`config.mk`:
```
export PLATFORM = sky130hd
export DESIGN_NAME = vga_mem_arbiter
export DESIGN_NICKNAME = d
export VERILOG_FILES = /design/src/rtl/vga_mem_arbiter_pkg.sv /design/src/rtl/vga_mem_arbiter_rr_arb2.sv /design/src/rtl/vga_mem_arbiter.sv
export SDC_FILE = /design/constraint.sdc
export NUM_CORES = 1
export LEC_CHECK = 0
export ABC_CLOCK_PERIOD_IN_PS = 6200
export CORE_ASPECT_RATIO = 0.8
export CORE_MARGIN = 3
export CORE_UTILIZATION = 30
export CTS_CLUSTER_DIAMETER = 50
export CTS_CLUSTER_SIZE = 20
export DETAILED_ROUTE_END_ITERATION = 6
export PLACE_DENSITY = 0.69
export SETUP_SLACK_MARGIN = 0.2
export SYNTH_ARGS = -nofsm -noshare
export SYNTH_HDL_FRONTEND = slang
export SYNTH_HIERARCHICAL = 1
export SYNTH_SLANG_ARGS = --single-unit
```
`constraint.sdc`:
```
create_clock -name CLK -period 6.2 [get_ports CLK]
set_clock_uncertainty 0.2 [all_clocks]
set_input_delay 1.86 -clock CLK [delete_from_list [all_inputs] [get_ports CLK]]
set_output_delay 1.86 -clock CLK [all_outputs]
set_load 0.005 [all_outputs]
```
`src/rtl/vga_mem_arbiter_pkg.sv`:
```
`default_nettype none
// ============================================================================
//  Module      : vga_mem_arbiter_pkg
//  Description : Shared types and default constants for the VGA pixel-RAM
//                arbiter: read-owner tag encoding, FSM state encoding and
//                default geometry (160x120 frame of 8-bit pixels).
//  Ports       : none (package)
//  Revision    : 1.0 - initial release
// ============================================================================
package vga_mem_arbiter_pkg;

    // Default geometry: 160x120 = 19200 pixels fits in a 15-bit address.
    localparam int c_ADDR_W_DEF = 15;
    localparam int c_DATA_W_DEF = 8;
    localparam int c_DEPTH_DEF  = 19200;

    // Identifies which requester a RAM read in flight belongs to.
    typedef enum logic [1:0] {
        TAG_NONE = 2'd0,
        TAG_DISP = 2'd1,
        TAG_RD   = 2'd2
    } owner_tag_e;

    // Arbiter control states.
    typedef enum logic [0:0] {
        ST_IDLE  = 1'b0,
        ST_CLEAR = 1'b1
    } state_e;

endpackage : vga_mem_arbiter_pkg
`default_nettype wire

```
`src/rtl/vga_mem_arbiter_rr_arb2.sv`:
```
`default_nettype none
// ============================================================================
//  Module      : rr_arb2
//  Description : Two-way round-robin grant between the drawing-engine write
//                port and the game-logic read port. A single request is
//                granted directly; when both request, the side that was not
//                granted last wins. The preference flips only when a grant is
//                actually issued (grant implies request, i.e. a handshake).
//  Ports       : clk_i     - clock
//                rst_ni    - asynchronous active-low reset
//                en_i      - arbitration allowed this cycle
//                wr_req_i  - write request (wr_valid)
//                rd_req_i  - read request (rd_valid)
//                wr_gnt_o  - write granted this cycle
//                rd_gnt_o  - read granted this cycle
//  Revision    : 1.0 - initial release
// ============================================================================
module rr_arb2
(
    input  logic clk_i,
    input  logic rst_ni,
    input  logic en_i,
    input  logic wr_req_i,
    input  logic rd_req_i,
    output logic wr_gnt_o,
    output logic rd_gnt_o
);

    // 0: write preferred on conflict, 1: read preferred on conflict.
    logic prio_rd_q;
    logic prio_rd_d;
    logic w_wr_gnt;
    logic w_rd_gnt;

    always_comb begin
        w_wr_gnt = 1'b0;
        w_rd_gnt = 1'b0;
        if (en_i) begin
            if (wr_req_i && rd_req_i) begin
                w_wr_gnt = ~prio_rd_q;
                w_rd_gnt = prio_rd_q;
            end else begin
                w_wr_gnt = wr_req_i;
                w_rd_gnt = rd_req_i;
            end
        end
    end

    always_comb begin
        prio_rd_d = prio_rd_q;
        if (w_wr_gnt) begin
            prio_rd_d = 1'b1;
        end else if (w_rd_gnt) begin
            prio_rd_d = 1'b0;
        end
    end

    always_ff @(posedge clk_i or negedge rst_ni) begin
        if (!rst_ni) begin
            prio_rd_q <= 1'b0;
        end else begin
            prio_rd_q <= prio_rd_d;
        end
    end

    assign wr_gnt_o = w_wr_gnt;
    assign rd_gnt_o = w_rd_gnt;

endmodule : rr_arb2
`default_nettype wire

```
`src/rtl/vga_mem_arbiter.sv`:
```
`default_nettype none
// ============================================================================
//  Module      : vga_mem_arbiter
//  Description : Single-port pixel-RAM arbiter. One RAM access per cycle with
//                fixed priority display > clear sweep > round-robin(write,
//                read). Display requests are never stalled. Reads return two
//                cycles after issue through a registered output, steered by a
//                two-stage owner tag. A clear sweep fills the frame with
//                CLR_COLOR, yielding to the display whenever it asks.
//  Ports       : CLK, RST_N          - clock, async active-low reset
//                disp_req/disp_addr  - scan-out pixel request
//                disp_data/disp_dv   - scan-out pixel return
//                wr_valid/wr_ready   - write handshake, wr_addr/wr_data
//                rd_valid/rd_ready   - read handshake, rd_addr
//                rd_data/rd_dv       - read return
//                clr_start/busy      - clear sweep start / in progress
//                mem_addr/mem_we/mem_wdata/mem_rdata - external RAM port
//  Revision    : 1.0 - initial release
// ============================================================================
module vga_mem_arbiter
    import vga_mem_arbiter_pkg::*;
#(
    parameter int                ADDR_W    = c_ADDR_W_DEF,
    parameter int                DATA_W    = c_DATA_W_DEF,
    parameter logic [DATA_W-1:0] CLR_COLOR = '0,
    parameter int                DEPTH     = c_DEPTH_DEF
) (
    input  logic              CLK,
    input  logic              RST_N,
    input  logic              disp_req,
    input  logic [ADDR_W-1:0] disp_addr,
    output logic [DATA_W-1:0] disp_data,
    output logic              disp_dv,
    input  logic              wr_valid,
    output logic              wr_ready,
    input  logic [ADDR_W-1:0] wr_addr,
    input  logic [DATA_W-1:0] wr_data,
    input  logic              rd_valid,
    output logic              rd_ready,
    input  logic [ADDR_W-1:0] rd_addr,
    output logic [DATA_W-1:0] rd_data,
    output logic              rd_dv,
    input  logic              clr_start,
    output logic              busy,
    output logic [ADDR_W-1:0] mem_addr,
    output logic              mem_we,
    output logic [DATA_W-1:0] mem_wdata,
    input  logic [DATA_W-1:0] mem_rdata
);

    // One extra bit so DEPTH == 2**ADDR_W still compares correctly.
    localparam logic [ADDR_W:0]   c_DEPTH_EXT = (ADDR_W+1)'(DEPTH);
    localparam logic [ADDR_W-1:0] c_LAST_ADDR = ADDR_W'(DEPTH - 1);

    state_e            state_q;
    state_e            state_d;
    logic [ADDR_W-1:0] clr_ptr_q;
    logic [ADDR_W-1:0] clr_ptr_d;
    owner_tag_e        tag1_q;
    owner_tag_e        tag1_d;
    owner_tag_e        tag2_q;
    logic [DATA_W-1:0] disp_data_q;
    logic [DATA_W-1:0] rd_data_q;

    logic w_arb_en;
    logic w_wr_gnt;
    logic w_rd_gnt;
    logic w_wr_in_range;

    // Write/read only compete for cycles the display and clear leave free.
    // RST_N is folded in so the handshakes drop the instant reset asserts.
    assign w_arb_en      = RST_N & ~disp_req & (state_q == ST_IDLE);
    assign w_wr_in_range = ({1'b0, wr_addr} < c_DEPTH_EXT);

    rr_arb2 u_rr_arb2 (
        .clk_i    (CLK),
        .rst_ni   (RST_N),
        .en_i     (w_arb_en),
        .wr_req_i (wr_valid),
        .rd_req_i (rd_valid),
        .wr_gnt_o (w_wr_gnt),
        .rd_gnt_o (w_rd_gnt)
    );

    // Next-state and RAM command. The RAM command is combinational so a
    // display request reaches the RAM in the same cycle it is raised; all of
    // it is held at zero while RST_N is low.
    always_comb begin
        state_d   = state_q;
        clr_ptr_d = clr_ptr_q;
        tag1_d    = TAG_NONE;
        mem_addr  = '0;
        mem_we    = 1'b0;
        mem_wdata = '0;

        if (RST_N) begin
            if (disp_req) begin
                // Display wins; an active sweep simply holds its pointer.
                mem_addr = disp_addr;
                tag1_d   = TAG_DISP;
            end else if (state_q == ST_CLEAR) begin
                mem_addr  = clr_ptr_q;
                mem_we    = 1'b1;
                mem_wdata = CLR_COLOR;
                if (clr_ptr_q == c_LAST_ADDR) begin
                    state_d   = ST_IDLE;
                    clr_ptr_d = '0;
                end else begin
                    clr_ptr_d = clr_ptr_q + ADDR_W'(1);
                end
            end else if (w_wr_gnt) begin
                // Out-of-range writes complete the handshake but never
                // reach the RAM.
                mem_addr  = wr_addr;
                mem_we    = w_wr_in_range;
                mem_wdata = wr_data;
            end else if (w_rd_gnt) begin
                mem_addr = rd_addr;
                tag1_d   = TAG_RD;
            end

            // clr_start is only honoured from IDLE, so a sweep never restarts.
            if ((state_q == ST_IDLE) && clr_start) begin
                state_d   = ST_CLEAR;
                clr_ptr_d = '0;
            end
        end
    end

    always_ff @(posedge CLK or negedge RST_N) begin
        if (!RST_N) begin
            state_q   <= ST_IDLE;
            clr_ptr_q <= '0;
        end else begin
            state_q   <= state_d;
            clr_ptr_q <= clr_ptr_d;
        end
    end

    // Read return path: tag1 marks the cycle mem_rdata is valid, tag2 marks
    // the cycle the registered data is presented. Reset clears both so no
    // in-flight read can produce a dv pulse afterwards.
    always_ff @(posedge CLK or negedge RST_N) begin
        if (!RST_N) begin
            tag1_q      <= TAG_NONE;
            tag2_q      <= TAG_NONE;
            disp_data_q <= '0;
            rd_data_q   <= '0;
        end else begin
            tag1_q <= tag1_d;
            tag2_q <= tag1_q;
            if (tag1_q == TAG_DISP) begin
                disp_data_q <= mem_rdata;
            end
            if (tag1_q == TAG_RD) begin
                rd_data_q <= mem_rdata;
            end
        end
    end

    assign disp_data = disp_data_q;
    assign disp_dv   = (tag2_q == TAG_DISP);
    assign rd_data   = rd_data_q;
    assign rd_dv     = (tag2_q == TAG_RD);
    assign wr_ready  = w_wr_gnt;
    assign rd_ready  = w_rd_gnt;
    assign busy      = (state_q == ST_CLEAR);

endmodule : vga_mem_arbiter
`default_nettype wire

```
==> out/results.tsv, run 1 <==
stage	metric	value	unit
status	outcome	finished, final reports clean	
worst_setup_path	crit_path_end_kind	flop	
drt	dr.pass1.iters	5	
synthesis	synthDistinctLibCells	38	
synthesis	syn_inst	247	
sta	setup_viol	0	
worst_setup_path	crit_type	in2reg	
min_path	min_from	tag1_q[0]$_DFF_PN0_	
drt	wl_per_cell	18.16	µm
clock_tree	cts_buffer_depth	2	
sta	worst_pin_slew	786.1	ps
worst_setup_path	crit_path_frequent_cell	buf_4	
drt	finalWirelength	8915	µm
placed_design	hpwl	6246	µm
drt	final_antenna_net_count	0	
synthesis	yosysSeqAreaShare	40.20	%
floorplan	rows	27	
pwr	powerDensity	200.2	nW/µm²
sta	hold_violations	0	
clock_tree	cts_tree	built	
floorplan	ioPinCount	112	
floorplan	die_w	104.0	µm
cells_and_area	layout-drive-gt1-share	19.23	%
clock_tree	clock_latency	280	ps
cells_and_area	fin_area	3914	µm²
cells_and_area	layout_common_cells	clkdlybuf4s50_1 (96), buf_4 (41), dfrtp_1 (37), nand2_1 (25), o211ai_1 (18)	
placed_design	io_buffer_count	111	
floorplan	initial_core_util	32.16	%
worst_setup_path	slowest_delay	160	ps
drt	drc	0	
run	max_cap_viol_count	0	
worst_setup_path	cp_max_fo	4	
global_routing	grt_pass1_wl	14470	µm
drt	drt_iter0_markers	212	
worst_setup_path	cp.required	6200	ps
sta	fmaxAchievable	0.1681	GHz
synthesis	ys_ff_latch	37	
worst_setup_path	reg2reg_from	busy$_DFFE_PN0P_	
cells_and_area	final_core_util	54.65	%
clock_tree	root_buffer	clkbuf_8	
global_routing	grt_pass1_vias	2634	
pwr	leakage	1.653	nW
floorplan	dieArea	8772	µm²
cells_and_area	layout_commonest_cell	clkdlybuf4s50_1	
worst_setup_path	worstPathArrival	5950	ps
sta	min_period_over_period	95.96	%
cells_and_area	fillerInstances	660	
placed_design	gp_congestion	0.9088	
floorplan	core	7162	µm²
placed_design	place_area	3558	µm²
clock_tree	cts.sinks	37	
drt	num_vias	2648	
cells_and_area	area_delta_synth_final	69.91	%
clock_tree	path_clk_slew	80	ps
global_routing	grt.total_usage	20.21	%
global_routing	grt_max_degree	60	
worst_setup_path	crit_path_start_kind	input pin	
min_path	min_path_type	reg2reg	
global_routing	overflow	0	
clock_tree	htree_levels	2	
synthesis	syn_area_per_cell	9.326	µm²
clock_tree	cts_buffers	5	
sta	relSlewSlack	47.59	%
sta	fin_crit	5950	ps
synthesis	syn_nets	315	
synthesis	synth_area	2303	µm²
cells_and_area	fin_nets	457	
cells_and_area	diodes	0	
pwr	ir_worst_vdd	93.56	µV
sta	slew_viol_final	0	
drt	vias_per_cell	5.393	
worst_setup_path	crit_slowest_cell	nand2b_4	
synthesis	yosysWarnings	6	
worst_setup_path	startpoint	disp_req	
sta	grt_setup_unrepaired	false	
global_routing	grt_antenna_before_repair	0	
floorplan	fp.dieH	84.38	µm
-- metrics by stage --
stage	power, W	hold slack, ps	setup slack [ps]	std cells	TNS [ps]
after CTS	0.0007820	187.5	69.39	490	0
after floorplan	0.0004192	166.8	240.3	247	0
final	0.0007837	187.3	250.5	491	0
after detailed placement	0.0005590	181.9	-206.0	454	-1912
after global routing	0.0008311	223.9	206.5	491	0
after global placement	0.0005533	172.0	-118.7	454	-826.1
-- synthesized netlist by cell type --
cell type,number,share of area [%]
nand4b_1,4,1.5
clkbuf_1,16,2.6
a21oi_1,6,1.3
or4b_1,1,0.43
and4_1,1,0.38
buf_6,1,0.49
a21o_1,1,0.33
a211o_1,1,0.38
a21oi_2,2,0.76
ha_1,1,0.54
and2_1,4,1.1
nor2b_1,5,1.4
o2111ai_1,2,0.76
a21boi_1,2,0.65
nand4_1,7,1.9
a32o_1,1,0.43
a31oi_1,4,1.1
xnor2_1,4,1.5
inv_1,14,2.3
nor2_1,6,0.98
o22ai_1,1,0.27
o211ai_1,18,5.9
nand3_1,2,0.43
mux2_2,16,7.8
or4_4,1,0.49
nand2_1,26,4.2
o311ai_0,1,0.38
a221oi_1,1,0.38
or4_1,1,0.33
nor4_1,1,0.27
dfrtp_1,37,40
a211oi_1,1,0.33
a221o_1,14,6.1
nand2b_1,4,1.1
and3_1,12,3.3
a21boi_0,13,4.2
o21ai_0,10,2.2
or3_1,5,1.4
-- final cells by class --
type | count | area [µm²] | share of cell area [%]
Timing Repair Buffer | 152 | 1408 | 35.97
Clock buffer | 6 | 82.58 | 2.110
Clock inverter | 2 | 37.54 | 0.9591
Tap cell | 101 | 126.4 | 3.229
Sequential cell | 37 | 925.9 | 23.66
Inverter | 14 | 52.55 | 1.343
Multi-Input combinational cell | 179 | 1281 | 32.74
-- report_power, final --
part	total, W	leakage (nW)	switching (W)	internal (W)
logic	0.000241	1.13	0.0000998	0.000141
clock network	0.000218	0.0574	0.0000871	0.000131
registers	0.000325	0.462	0.0000484	0.000277
-- routing by layer --
metal / wire (µm) / GRT usage [%] / share of wire, % / vias up
met5: 0 / 0 / 0 / -
met4: 204 / 5.435 / 2.3 / 0
met3: 819 / 5.380 / 9.2 / 17
met2: 4101 / 33.10 / 46 / 124
met1: 3789 / 26.54 / 43 / 1291
li1: - / - / - / 1216
-- registers in the layout (all words and copies together) (netlist names) --
signal               count
clr_ptr_q               15
tag1_q                   2
rd_data                  8
disp_data                8
busy                     1
u_rr_arb2/prio_rd_q      1
tag2_q                   2
-- path summary, 6_finish.rpt --
| path | slack [ps] | cells past startpoint | endpoint |
|---|---|---|---|
| setup / recovery | 250 | 33 | u_rr_arb2/prio_rd_q$_DFFE_PN0P_ |
| hold / removal | 190 | 0 | tag2_q[0]$_DFF_PN0_ |
| setup reg to reg | 1310 | 31 | u_rr_arb2/prio_rd_q$_DFFE_PN0P_ |
| hold reg to reg | 190 | 0 | tag2_q[0]$_DFF_PN0_ |
| max in group asynchronous | 3820 | 2 | rd_data[7]$_DFFE_PN0N_ |
| min in group asynchronous | 1550 | 2 | disp_data[5]$_DFFE_PN0N_ |
-- worst max-delay path, delay by kind of cell --
family          cells  cell delay [ps]
compound gates      1              130
buf+inv            29             3580
simple gates        3              370
-- timing repair --
| action | 4_1_cts | 5_1_grt |
|---|---|---|
| buffers inserted | 28 | 1 |
| resized for setup | 24 | 3 |
| hold endpoints to repair | 0 | 0 |
| setup endpoints to repair | 16 | 17 |
| gates cloned | 0 | 0 |
| hold buffers | 0 | 0 |
| pin swaps | 5 | 1 |
-- cell families (layout without fill, tap and decap cells) --
| kind of cell | Yosys count | in the layout | synth area share [%] |
|---|---|---|---|
| AND/OR/NAND/NOR | 80 | 80 | 19.12 |
| AO/OA/AOI/OAI | 78 | 78 | 25.42 |
| flip-flops | 37 | 37 | 40.20 |
| buffers and inverters | 31 | 174 | 5.378 |
| multiplexers | 16 | 16 | 7.822 |
| XOR/XNOR | 4 | 4 | 1.521 |
| adder cells (fa/ha/maj) | 1 | 1 | 0.5431 |
(Power assumes the default switching activity.)
==> run 2: changes to the inputs <==
--- a/config.mk
+++ b/config.mk
@@ -12,6 +12,7 @@
 export CTS_CLUSTER_DIAMETER = 50
 export CTS_CLUSTER_SIZE = 20
 export DETAILED_ROUTE_END_ITERATION = 6
+export GPL_ROUTABILITY_DRIVEN = 0
 export PLACE_DENSITY = 0.69
 export SETUP_SLACK_MARGIN = 0.2
 export SYNTH_ARGS = -nofsm -noshare
==> results of run 2 <==
Same layout as run 1: the final DEF is identical, and so are final timing and power.
